`src/rtl/irq_ctrl_pkg.sv`:
```
// Shared definitions for the interrupt controller: source count, register map
// and controller state encoding.
package irq_ctrl_pkg;

  localparam int unsigned NSRC = 6;
  localparam int unsigned VecW = 3;

  // Register select values seen on addr[3:2]
  localparam logic [1:0] RegCtrl  = 2'd0;
  localparam logic [1:0] RegMask  = 2'd1;
  localparam logic [1:0] RegPend  = 2'd2;
  localparam logic [1:0] RegCause = 2'd3;

  typedef enum logic [1:0] {
    StIdle    = 2'd0,
    StReq     = 2'd1,
    StService = 2'd2
  } state_e;

endpackage

```
`src/rtl/irq_prio_enc.sv`:
```
// Lowest-index-wins priority encoder; bit 0 is the highest priority.
module irq_prio_enc
  import irq_ctrl_pkg::*;
(
  input  logic [NSRC-1:0] req,
  output logic            valid,
  output logic [VecW-1:0] idx
);

  always_comb begin
    valid = |req;
    idx   = '0;
    // Scan downwards so the lowest set bit is the last one written.
    for (int i = NSRC - 1; i >= 0; i--) begin
      if (req[i]) begin
        idx = VecW'(i);
      end
    end
  end

endmodule

```
`src/rtl/irq_ctrl.sv`:
```
// Interrupt controller: edge-latched pending bits, mask/enable registers and a
// request/service handshake with the CPU that acknowledges the serviced device.
module irq_ctrl #(
  parameter int unsigned NSRC = 6
) (
  input  logic            clk,
  input  logic            reset,
  input  logic [31:0]     addr,
  input  logic            intcwr,
  input  logic [31:0]     din,
  output logic [31:0]     dout,
  input  logic [NSRC-1:0] dev_irq,
  output logic [NSRC-1:0] dev_clr,
  input  logic            cpu_ack,
  input  logic            cpu_eret,
  output logic            cpu_irq,
  output logic [2:0]      irq_vec
);
  import irq_ctrl_pkg::*;

  state_e          state_q, state_d;
  logic            ie_q;
  logic [NSRC-1:0] mask_q;
  logic [NSRC-1:0] pend_q, pend_d;
  logic [NSRC-1:0] prev_q;
  logic            armed_q;
  logic [2:0]      vec_q, vec_d;
  logic            cpu_irq_q;
  logic [NSRC-1:0] dev_clr_q, dev_clr_d;
  logic [NSRC-1:0] ack_clr;
  logic [NSRC-1:0] w1c;
  logic [NSRC-1:0] rise;
  logic            wr_ctrl, wr_mask;
  logic            win_valid;
  logic [2:0]      win_idx;
  logic            unused_bus;

  assign unused_bus = ^{addr[31:4], addr[1:0], din[31:NSRC]};

  irq_prio_enc u_prio_enc (
    .req   (pend_q & mask_q),
    .valid (win_valid),
    .idx   (win_idx)
  );

  assign wr_ctrl = intcwr && (addr[3:2] == RegCtrl);
  assign wr_mask = intcwr && (addr[3:2] == RegMask);
  assign w1c     = (intcwr && (addr[3:2] == RegPend)) ? din[NSRC-1:0] : '0;

  // The first clock after reset only loads prev_q, so levels already high are
  // not mistaken for edges.
  assign rise    = dev_irq & ~prev_q & {NSRC{armed_q}};

  // New edges win over both software and acknowledge clears.
  assign pend_d  = (pend_q & ~(w1c | ack_clr)) | rise;

  always_comb begin
    state_d   = state_q;
    vec_d     = vec_q;
    dev_clr_d = '0;
    ack_clr   = '0;
    unique case (state_q)
      StIdle: begin
        if (ie_q && win_valid) begin
          state_d = StReq;
          vec_d   = win_idx;
        end
      end
      StReq: begin
        if (!ie_q || !mask_q[vec_q]) begin
          state_d = StIdle;
        end else if (cpu_ack) begin
          state_d          = StService;
          ack_clr[vec_q]   = 1'b1;
          dev_clr_d[vec_q] = 1'b1;
        end
      end
      StService: begin
        if (cpu_eret) begin
          state_d = StIdle;
        end
      end
      default: state_d = StIdle;
    endcase
  end

  always_ff @(posedge clk or posedge reset) begin
    if (reset) begin
      state_q   <= StIdle;
      ie_q      <= 1'b0;
      mask_q    <= '0;
      pend_q    <= '0;
      prev_q    <= '0;
      armed_q   <= 1'b0;
      vec_q     <= '0;
      cpu_irq_q <= 1'b0;
      dev_clr_q <= '0;
    end else begin
      state_q   <= state_d;
      pend_q    <= pend_d;
      prev_q    <= dev_irq;
      armed_q   <= 1'b1;
      vec_q     <= vec_d;
      cpu_irq_q <= (state_d == StReq);
      dev_clr_q <= dev_clr_d;
      if (wr_ctrl) begin
        ie_q <= din[0];
      end
      if (wr_mask) begin
        mask_q <= din[NSRC-1:0];
      end
    end
  end

  always_comb begin
    dout = '0;
    unique case (addr[3:2])
      RegCtrl:  dout[0]         = ie_q;
      RegMask:  dout[NSRC-1:0]  = mask_q;
      RegPend:  dout[NSRC-1:0]  = pend_q;
      RegCause: begin
        dout[25:24] = state_q;
        dout[2:0]   = vec_q;
      end
      default: dout = '0;
    endcase
  end

  assign cpu_irq = cpu_irq_q;
  assign irq_vec = vec_q;
  assign dev_clr = dev_clr_q;

endmodule

```
`config.mk`:
```
export PLATFORM = sky130hd
export DESIGN_NAME = irq_ctrl
export DESIGN_NICKNAME = d
export VERILOG_FILES = /design/src/rtl/irq_ctrl_pkg.sv /design/src/rtl/irq_prio_enc.sv /design/src/rtl/irq_ctrl.sv
export SDC_FILE = /design/constraint.sdc
export NUM_CORES = 1
export LEC_CHECK = 0
export CAP_MARGIN = 20
export CORE_MARGIN = 5
export CORE_UTILIZATION = 38
export DETAILED_ROUTE_END_ITERATION = 8
export HOLD_SLACK_MARGIN = 0.05
export PLACE_DENSITY = 0.85
export SLEW_MARGIN = 20
export SYNTH_ARGS = -nofsm -noshare
export SYNTH_HDL_FRONTEND = slang
export SYNTH_HIERARCHICAL = 1
export SYNTH_SLANG_ARGS = --single-unit
export TNS_END_PERCENT = 100
```
`constraint.sdc`:
```
create_clock -name clk -period 4 [get_ports clk]
set_clock_uncertainty 0.2 [all_clocks]
set_input_delay 1 -clock clk [delete_from_list [all_inputs] [get_ports clk]]
set_output_delay 1 -clock clk [all_outputs]
set_load 0.02 [all_outputs]
```
==> metrics.csv <==
metric;value;unit
Clock Path Buffers;2;
Cell Area, Synth;1720;um2
Synth Register Bits;32;
final critical-path share of the clock period;0.972;
total vias in the final route;1268;
most frequent cells in the layout;dfrtp_1, clkdlybuf4s50_1, conb_1;
port bufs;36;
Max Cap Violations;0;
average vias per placed instance;4.91;
Iter 0 DRT Violations;102;
drt first pass iters;5;
initial antenna violation count;0;
drt wl/cell;14.2;um
Final HPWL DP;2760;um
CTS H-Tree Depth;2;
cell area power density;498;nW/um2
first-pass GRT wire length;6010;um
Initial Utilization;0.392;
Relative slew margins;0.604;
endpoint type of the worst setup path;output pin;
hold-fix buffers at CTS;0;
Crit Path Class;in -> out;
minimum clock period;3.89;ns
Setup crit start kind;input pin;
DP Worst Slack;-0.0787;ns
clk_lat worst skew;0.28;ns
final worst slack;0.114;ns
fin nets;285;
Placer Congestion;0.839;
unrepaired setup endpoints after global routing;no;
commonest non-fill, non-tap cell in the layout;dfrtp_1;
status;finished, final reports clean;
power after layout;1080;uW
Max Freq;257;MHz
layout cell share with drive strength beyond 1;0.155;
row cnt;24;
DRT antenna net count;0;
Worst EP arrival;2.69;ns
final WL;3660;um
GRT Util Overall;0.127;
crit path max fanout;4;
largest net degree at the start of global routing;33;
Die ar.;5970;um2
Syn Inst Count;160;
synth-to-layout area growth;26.6;%
CTS clk-pin slew, worst paths;0.06;ns
Hold Vio Cnt, Final;0;
number of global-route vias before repair;1276;
Synth warnings;6;
Post-Layout Cell Count;258;
# diodes;0;
total gr overflow;0;
clock root buffer;clkbuf_8;
CTS sink cnt;32;
CTS tree;yes;
synth unique cells;34;
Lkg Pwr;0.00102;uW
syn_area_per_cell;10.7;um2
TritonCTS Buffers;5;
DRC errors left;0;
Die Ht;77.3;um
Seq/Total Area, Yosys;0.466;
Hold WC Path Type;reg -> reg;
placed cell count;250;
Setup violations, final;0;
# IOs;117;
WP data required;2.80;ns
Die Width;77.3;um
CORE AREA;4380;um2
fin. max-slew vios;0;
peak supply drop;0.210;mV
Slew @ Worst Pin;0.594;ns
FILL cells;402;
## cells in the mapped netlist
cell type | number | share of area
nor2b_1 | 5 | 0.018
buf_6 | 1 | 0.0065
a21oi_1 | 2 | 0.0058
and4b_1 | 1 | 0.0058
mux2_4 | 1 | 0.0087
mux2_1 | 1 | 0.0065
conb_1 | 2 | 0.0044
or4_1 | 1 | 0.0044
mux2i_1 | 1 | 0.0058
nand2_1 | 10 | 0.022
a221oi_1 | 1 | 0.0051
a222oi_1 | 4 | 0.023
or3_1 | 1 | 0.0036
ha_1 | 5 | 0.036
or3b_2 | 1 | 0.0051
inv_1 | 5 | 0.011
nor2_1 | 8 | 0.017
and2_1 | 8 | 0.029
nand2b_1 | 4 | 0.015
dfrtp_1 | 32 | 0.47
o21ai_0 | 3 | 0.0087
buf_4 | 24 | 0.10
a22oi_1 | 3 | 0.013
and4b_2 | 3 | 0.020
and4_2 | 3 | 0.017
mux2_2 | 11 | 0.072
o31ai_1 | 1 | 0.0044
a21o_1 | 1 | 0.0044
clkbuf_1 | 2 | 0.0044
o21ai_1 | 2 | 0.0058
nand3_1 | 6 | 0.017
o22ai_1 | 1 | 0.0036
nand3b_1 | 5 | 0.022
nor3_1 | 1 | 0.0029
## area by class of cell
type | count | area (um2) | area share
clock buffers | 6 | 72.6 | 0.0333
clock inverters | 2 | 35.0 | 0.0161
inverters | 5 | 18.8 | 0.00862
multi-input cells | 119 | 787 | 0.361
flip-flops and latches | 32 | 801 | 0.368
well taps | 52 | 65.1 | 0.0299
repair buffers | 42 | 398 | 0.183
## path summary, 6_finish.rpt
path                           start          to  slack (ns)  cells after the start
min in group asynchronous      reset   mask_q[4]        0.91                      3
max                          addr[3]     dout[0]        0.11                      6
max reg2reg                mask_q[0]  irq_vec[0]        1.70                      6
max in group asynchronous      reset     armed_q        2.40                      3
min reg2reg                prev_q[4]   pend_q[4]        0.23                      1
min                        prev_q[4]   pend_q[4]        0.23                      1
## layer usage
metal / track usage / vias up / part of all wire
met1: 0.152 / 610 / 0.42
met3: 0.0468 / 7 / 0.065
met4: 0.0412 / 0 / 0.014
li1: - / 603 / -
met2: 0.208 / 48 / 0.50
met5: 0 / - / 0
## critical path, cell delays in order
cell and delay (ns):
clkdlybuf4s50_1 0.50, inv_1 0.09, ha_1 0.24, a222oi_1 0.39, mux2i_1 0.13, dlygate4sd2_1 0.34
## registers in the layout (all words and copies together), names as in the netlist
signal / cells
armed_q: 1
cpu_irq: 1
dev_clr: 6
ie_q: 1
irq_vec: 3
mask_q: 6
pend_q: 6
prev_q: 6
state_q: 2
## timing repair
action,4_1_cts,5_1_grt
gates resized for setup,6,0
endpoints found under the setup margin,6,0
buffers inserted,0,0
## cells by family after synthesis
kind of cell | share of synthesized area
AO/OA/AOI/OAI | 0.0742
adder cells (fa/ha/maj) | 0.0364
buffers and inverters | 0.127
flip-flops | 0.466
multiplexers | 0.0932
other | 0.00437
AND/OR/NAND/NOR | 0.199
## report_power, final
part | switching (uW) | internal [uW]
sequential | 67.4 | 379
clock | 115 | 185
combinational | 175 | 164
## metrics by stage
step / hold WS, ns / utilization / setup TNS, ns / instance area, um2
after floorplan: 0.199 / - / 0 / 1810
after global placement: 0.204 / 0.474 / -0.0769 / 2080
after detailed placement: 0.218 / 0.474 / -0.222 / 2080
after CTS: 0.227 / 0.497 / 0 / 2180
after global routing: 0.233 / 0.497 / 0 / 2180
final: 0.226 / 0.497 / 0 / 2180
(Power assumes the default switching activity.)
